## src/rtl/arm_pkg.sv

```systemverilog
// Shared ARM-subset definitions used by the ID control unit and the EXE stage.
//   exe_cmd_e : 4-bit ALU opcodes driven on EXE_CMD
//   shift_e   : register-operand shift types taken from Shift_operand[6:5]
//   status_t  : {N,Z,C,V} status word layout
//   ror32     : 32-bit rotate right helper
package arm_pkg;

  typedef enum logic [3:0] {
    CMD_NOP = 4'b0000,
    CMD_MOV = 4'b0001,
    CMD_ADD = 4'b0010,
    CMD_ADC = 4'b0011,
    CMD_SUB = 4'b0100,
    CMD_SBC = 4'b0101,
    CMD_AND = 4'b0110,
    CMD_ORR = 4'b0111,
    CMD_EOR = 4'b1000,
    CMD_MVN = 4'b1001
  } exe_cmd_e;

  typedef enum logic [1:0] {
    SHIFT_LSL = 2'b00,
    SHIFT_LSR = 2'b01,
    SHIFT_ASR = 2'b10,
    SHIFT_ROR = 2'b11
  } shift_e;

  typedef struct packed {
    logic n;
    logic z;
    logic c;
    logic v;
  } status_t;

  // Shifting a 32-bit value left by 32 yields 0, so amt == 0 returns x.
  function automatic logic [31:0] ror32(input logic [31:0] x, input logic [4:0] amt);
    return (x >> amt) | (x << (6'd32 - {1'b0, amt}));
  endfunction

endpackage

```

## src/rtl/val2_gen.sv

```systemverilog
// Second-operand generator for the EXE stage.
//   imm           : 1 = rotated 8-bit immediate
//   mem_en        : load/store, use the raw 12-bit offset
//   shift_operand : 12-bit operand field from the instruction
//   val_rm        : register operand Rm
//   val2          : resulting second ALU operand
module val2_gen
  import arm_pkg::*;
(
  input  logic        imm,
  input  logic        mem_en,
  input  logic [11:0] shift_operand,
  input  logic [31:0] val_rm,
  output logic [31:0] val2
);

  logic [4:0] shift_amt;
  shift_e     shift_type;

  assign shift_amt  = shift_operand[11:7];
  assign shift_type = shift_e'(shift_operand[6:5]);

  // NOTE: every output of a combinational block gets a default first, so no path leaves it unassigned and no latch is inferred.
  always_comb begin
    val2 = val_rm;
    if (imm) begin
      // Rotate amount is encoded in units of two bit positions.
      val2 = ror32({24'b0, shift_operand[7:0]}, {shift_operand[11:8], 1'b0});
    end else if (mem_en) begin
      val2 = {20'b0, shift_operand};
    end else begin
      // A zero shift amount naturally passes val_rm unchanged for all four types.
      case (shift_type)
        SHIFT_LSL: val2 = val_rm << shift_amt;
        SHIFT_LSR: val2 = val_rm >> shift_amt;
        SHIFT_ASR: val2 = 32'($signed(val_rm) >>> shift_amt);
        SHIFT_ROR: val2 = ror32(val_rm, shift_amt);
        default:   val2 = val_rm;
      endcase
    end
  end

endmodule

```

## src/rtl/exe_stage.sv

```systemverilog
// Execute stage of the 5-stage ARM-subset pipeline: ALU, status register and
// EXE/MEM pipeline register.
//   clk, rst (sync, active-low), freeze (memory-stage stall)
//   *_IN            : control and operands from the ID/EXE register
//   Branch_Taken    : combinational copy of B_IN
//   Branch_Addr     : combinational PC_IN + sign-extended offset * 4
//   SR              : registered {N,Z,C,V}
//   WB_EN, MEM_R_EN, MEM_W_EN, ALU_Res, Val_Rm, Dest : EXE/MEM register
module exe_stage
  import arm_pkg::*;
(
  input  logic        clk,
  input  logic        rst,
  input  logic        freeze,
  input  logic        WB_EN_IN,
  input  logic        MEM_R_EN_IN,
  input  logic        MEM_W_EN_IN,
  input  logic        B_IN,
  input  logic        S_IN,
  input  logic [3:0]  EXE_CMD_IN,
  input  logic [31:0] PC_IN,
  input  logic [31:0] Val_Rn_IN,
  input  logic [31:0] Val_Rm_IN,
  input  logic        imm_IN,
  input  logic [11:0] Shift_operand_IN,
  input  logic [23:0] Signed_imm_24_IN,
  input  logic [3:0]  Dest_IN,
  output logic        Branch_Taken,
  output logic [31:0] Branch_Addr,
  output logic [3:0]  SR,
  output logic        WB_EN,
  output logic        MEM_R_EN,
  output logic        MEM_W_EN,
  output logic [31:0] ALU_Res,
  output logic [31:0] Val_Rm,
  output logic [3:0]  Dest
);

  exe_cmd_e    cmd;
  status_t     sr_q;
  status_t     flags_d;
  logic [31:0] val2;
  logic [31:0] addend;
  logic        carry_in;
  logic [32:0] sum;
  logic [31:0] alu_res;
  logic        is_arith;

  assign cmd = exe_cmd_e'(EXE_CMD_IN);

  // Branches resolve here but never flush this stage's own register.
  assign Branch_Taken = B_IN;
  assign Branch_Addr  = PC_IN + {{6{Signed_imm_24_IN[23]}}, Signed_imm_24_IN, 2'b00};

  val2_gen u_val2_gen (
    .imm           (imm_IN),
    .mem_en        (MEM_R_EN_IN | MEM_W_EN_IN),
    .shift_operand (Shift_operand_IN),
    .val_rm        (Val_Rm_IN),
    .val2          (val2)
  );

  // One shared 33-bit adder: subtraction is Rn + ~Val2 + cin, so the carry
  // out is directly NOT-borrow. ADC/SBC take C from the registered SR.
  always_comb begin
    addend   = val2;
    carry_in = 1'b0;
    case (cmd)
      CMD_ADC: carry_in = sr_q.c;
      CMD_SUB: begin
        addend   = ~val2;
        carry_in = 1'b1;
      end
      CMD_SBC: begin
        addend   = ~val2;
        carry_in = sr_q.c;
      end
      default: ;
    endcase
  end

  assign sum = {1'b0, Val_Rn_IN} + {1'b0, addend} + {32'b0, carry_in};

  always_comb begin
    alu_res  = '0;
    is_arith = 1'b0;
    case (cmd)
      CMD_MOV: alu_res = val2;
      CMD_MVN: alu_res = ~val2;
      CMD_ADD, CMD_ADC, CMD_SUB, CMD_SBC: begin
        alu_res  = sum[31:0];
        is_arith = 1'b1;
      end
      CMD_AND: alu_res = Val_Rn_IN & val2;
      CMD_ORR: alu_res = Val_Rn_IN | val2;
      CMD_EOR: alu_res = Val_Rn_IN ^ val2;
      default: alu_res = '0;
    endcase
  end

  // Logic ops and moves keep C and V from the current SR.
  always_comb begin
    flags_d   = sr_q;
    flags_d.n = alu_res[31];
    flags_d.z = (alu_res == 32'b0);
    if (is_arith) begin
      flags_d.c = sum[32];
      flags_d.v = (Val_Rn_IN[31] == addend[31]) && (sum[31] != Val_Rn_IN[31]);
    end
  end

  // NOTE: state uses non-blocking assignments so every register samples pre-edge values.
  always_ff @(posedge clk) begin
    if (!rst) begin
      sr_q     <= '0;
      WB_EN    <= 1'b0;
      MEM_R_EN <= 1'b0;
      MEM_W_EN <= 1'b0;
      ALU_Res  <= '0;
      Val_Rm   <= '0;
      Dest     <= '0;
    end else if (!freeze) begin
      WB_EN    <= WB_EN_IN;
      MEM_R_EN <= MEM_R_EN_IN;
      MEM_W_EN <= MEM_W_EN_IN;
      ALU_Res  <= alu_res;
      Val_Rm   <= Val_Rm_IN;
      Dest     <= Dest_IN;
      if (S_IN) sr_q <= flags_d;
    end
  end

  assign SR = sr_q;

endmodule

```

## config.mk

```make
export PLATFORM = sky130hd
export DESIGN_NAME = exe_stage
export DESIGN_NICKNAME = d
export VERILOG_FILES = /design/src/rtl/arm_pkg.sv /design/src/rtl/val2_gen.sv /design/src/rtl/exe_stage.sv
export SDC_FILE = /design/constraint.sdc
export NUM_CORES = 1
export LEC_CHECK = 0
export ABC_AREA = 1
export CORE_MARGIN = 2
export CORE_UTILIZATION = 45
export DETAILED_ROUTE_END_ITERATION = 8
export DONT_BUFFER_PORTS = 1
export PLACE_DENSITY = 0.7
export SKIP_LAST_GASP = 1
export SYNTH_ARGS = -nofsm -noshare
export SYNTH_HDL_FRONTEND = slang
export SYNTH_HIERARCHICAL = 1
export SYNTH_SLANG_ARGS = --single-unit
export TNS_END_PERCENT = 100
```

## constraint.sdc

```tcl
create_clock -name clk -period 13.5 [get_ports clk]
set_input_delay 1.35 -clock clk [delete_from_list [all_inputs] [get_ports clk]]
set_output_delay 1.35 -clock clk [all_outputs]
set_load 0.02 [all_outputs]
```

==> metrics.log <==
INFO  metric status = complete, no violations
INFO  metric worst_path_max_delay_cell = sky130_fd_sc_hd__nand2_2
INFO  metric synth_instances = 3017
INFO  metric worstHoldPathType = reg -> reg
INFO  metric finalSetupViolCount = 0
INFO  metric mappedNetlistNets = 3296
INFO  metric synth_seq_area_share = 9.450%
INFO  metric cap_viol_max_count = 0
INFO  metric grt_first_pass_wirelength = between 100000 and 150000 um
INFO  metric insertedDiodeCount = 0
INFO  metric clock_sink_count = between 70 and 80
INFO  metric worst-endpoint-required = 13.69 ns
INFO  metric synthesis.area = 15890 um2
INFO  metric drt-pass1-iter-count = 6
INFO  metric post_cts.resized_instances = 0
INFO  metric worstHoldEndpoint = SR[2]
INFO  metric final_min_period_over_clock_period = 50.24%
INFO  metric global_route_usage_over_all_layers = between 30% and 40%
INFO  metric io_buffer_count = 0
INFO  metric finalWeightedCongestion = 1.061
INFO  metric antenna_found_initial = 2
INFO  metric reg2reg_depth = 19
INFO  metric first_iter_violations = 2443
INFO  metric start_util = 45.88%
INFO  metric yosys_warnings = 6
INFO  metric vias = 20070
INFO  metric mean_instance_size_in_the_synthesized_netlist = between 5 and 6 um2
INFO  metric timing.critical_path.slowest_cell_delay = ~0.55 ns
INFO  metric nets = 3185
INFO  metric total_number_of_h_tree_levels = 3
INFO  metric path_max_fanout = 41
INFO  metric power_density = 76.59 nW/um2
INFO  metric worst_slew_pin_slew = 0.9112 ns
INFO  metric cts_tree = yes
INFO  metric min-delay-start = SR[2]
INFO  metric drive_above_1_share = 3.744%
INFO  metric max-clock-path-buffers = 2
INFO  metric std_cell_rows = 68
INFO  metric worst_path_dominant_cell_family = simple AND/OR/NAND/NOR gates
INFO  metric avgViaCountPerCell = 5.963
INFO  metric die_height = 191.9 um
INFO  metric cp.buffers_inverters = 5
INFO  metric core = 34630 um2
INFO  metric power.leakage = 8.670 nW
INFO  metric fin_setup_tns = 0 ns
INFO  metric synth.top_cell.area_share = 23.84%
INFO  metric maxSlewHeadroom = between 30% and 40%
INFO  metric hold_viol_final = 0
INFO  metric cts_buffers = 9
INFO  metric area_growth_syn_to_layout = 1.756%
INFO  metric synth.ff_latch_count = 75
INFO  metric r2r_end = SR[2]
INFO  metric postSynth.topFlopCell = sky130_fd_sc_hd__dfxtp_1
INFO  metric synth_top_area_cell = sky130_fd_sc_hd__nand2_1
INFO  metric worst_clock_skew = 0.004616 ns
INFO  metric worst_setup_path_end_kind = register
INFO  metric worstHoldPathCells = 2
INFO  metric place_worst_setup_slack = roughly 6.6 ns
INFO  metric grt_max_degree = 84
INFO  metric yosys.cell_count.top_type = sky130_fd_sc_hd__nand2_1
INFO  metric die-area = 36830 um2
INFO  metric yosys-top-cells-area = sky130_fd_sc_hd__nand2_1 24%, sky130_fd_sc_hd__nand3_1 10%, sky130_fd_sc_hd__ha_1 10%
INFO  metric final_max_slew_viol_count = 0
INFO  metric rsz_0062_raised_after_global_routing = no
INFO  metric floorplan.io_pins = 257
INFO  metric routedWlPerCell = 22.06 um
INFO  metric async_flop_share = 0%
INFO  metric die_w = ~190 um
INFO  metric path_clk_slew = 0.06 ns
INFO  metric worst-endpoint-arrival = 6.97 ns
INFO  metric edff_count_synth = 0
INFO  metric path_class = in -> reg
INFO  metric ys_top_cells_by_count = 1009 x sky130_fd_sc_hd__nand2_1, 330 x sky130_fd_sc_hd__inv_1, 330 x sky130_fd_sc_hd__nor2_1, 329 x sky130_fd_sc_hd__nand3_1, 169 x sky130_fd_sc_hd__o21ai_0
INFO  metric critical_path.most_common_cell = sky130_fd_sc_hd__nand2_1
INFO  metric reg2reg_setup_slack = 10.23 ns
INFO  metric antenna_violating_nets_post_route = 0
INFO  metric setup_ws = about 6.7 ns
INFO  metric ys_types = 55
INFO  metric clock-root-buffer = sky130_fd_sc_hd__clkbuf_16
INFO  metric critical_path.reg2reg.startpoint = SR[1]
INFO  metric grt_pass1_vias = 18500
INFO  metric cts_setup_buffers = 0
INFO  metric clk-insertion-delay-late = 0.35 ns
INFO  metric congestion_overflow_gr = 0
INFO  metric dpl.hpwl = slightly below 60000 um
INFO  metric worstSetupStartpointType = primary input
INFO  metric irDropWorstVdd = 0.1413 mV
INFO  metric fmax = 147.4 MHz
INFO  metric post_route_minimum_period = slightly below 7 ns
INFO  metric cts_hold_buffers = 0
INFO  metric drc_errors = 0
INFO  metric postRouteWirelength = 74250 um
metal layers:
metal | GRT usage [%] | wire [um] | vias to the layer above
li1 | - | - | 9512
met1 | 49.90 | 30160 | 9276
met2 | 63.19 | 32940 | 1084
met3 | 6.505 | 6961 | 197
met4 | 20.53 | 4165 | 2
met5 | 0 | 15 | -
worst max-delay path by stage:
stage | startpoint | to | slack [ns] | depth (start not counted)
3_3_place_gp | Shift_operand_IN[7] | SR[2] | 6.59 | 27
2_1_floorplan | Shift_operand_IN[8] | SR[2] | 8.07 | 38
4_1_cts | Shift_operand_IN[7] | SR[2] | 6.96 | 27
6_report | Shift_operand_IN[7] | SR[2] | 6.72 | 27
5_1_grt | Shift_operand_IN[7] | SR[2] | 6.47 | 27
3_5_place_dp | Shift_operand_IN[7] | SR[2] | 6.61 | 27
kinds of logic (layout without fill, tap and decap cells):
logic type	after synthesis	after routing	share of synthesized area, %
flops	75	75	9.450
xor+xnor	63	63	3.520
fa+ha+maj	130	130	10.38
buf+inv	492	386	12.81
compound gates	473	473	16.93
simple gates	1784	1784	46.91
tightest hold or removal path: cells and delay by family (launching register included):
family             cells  cell delay [ns]
and+or+nand+nor        1             0.09
DFF                    1             0.38
AOI/OAI and AO/OA      1             0.05
stage by stage:
step | area, um2 | hold WS [ns] | util [%] | cells | power [W]
final | 16170 | 0.5716 | 46.69 | 3366 | 0.001238
after global routing | 16170 | 0.5966 | 46.69 | 3366 | 0.001319
after CTS | 16170 | 0.5754 | 46.69 | 3366 | 0.001221
after detailed placement | 15860 | 0.5645 | 45.81 | 3350 | 0.0009668
after global placement | 15860 | 0.5538 | 45.81 | 3350 | 0.0009622
after floorplan | 15890 | 0.5404 | - | 3017 | 0.0007946
final cells by class:
cell class	count	area, um2
sequential	75	1501
clock inverter	7	81.33
timing repair buffer	12	90.09
multi-input combinational	2450	12350
clock buffer	9	225.2
inverter	358	1349
tap	455	569.3
fill	3890	18460
report_power, final:
group | total, W | leakage, nW | internal, W | switching (W)
sequential | 0.000270 | 0.622 | 0.000238 | 0.0000322
clock | 0.000252 | 0.153 | 0.000146 | 0.000106
combinational | 0.000716 | 7.90 | 0.000205 | 0.000511
placed cells by master (no fill, tap or decap), types with 20 or more instances in the layout:
cell type / count
sky130_fd_sc_hd__ha_1: 127
sky130_fd_sc_hd__nand2_1: 1009
sky130_fd_sc_hd__nor2_1: 330
sky130_fd_sc_hd__a21oi_1: 133
sky130_fd_sc_hd__nand4_1: 22
sky130_fd_sc_hd__inv_2: 24
sky130_fd_sc_hd__inv_1: 330
sky130_fd_sc_hd__dfxtp_1: 75
sky130_fd_sc_hd__o21ai_0: 169
sky130_fd_sc_hd__nand3_1: 329
sky130_fd_sc_hd__o211ai_1: 44
sky130_fd_sc_hd__o21ai_1: 47
sky130_fd_sc_hd__nand2_2: 20
sky130_fd_sc_hd__xor2_1: 51
flip-flops by register name, indices dropped and copies added, names as in the netlist:
signal	flops
ALU_Res	32
Dest	4
MEM_R_EN	1
MEM_W_EN	1
SR	4
Val_Rm	32
WB_EN	1
Note: power is estimated with default switching activity, not from simulation.
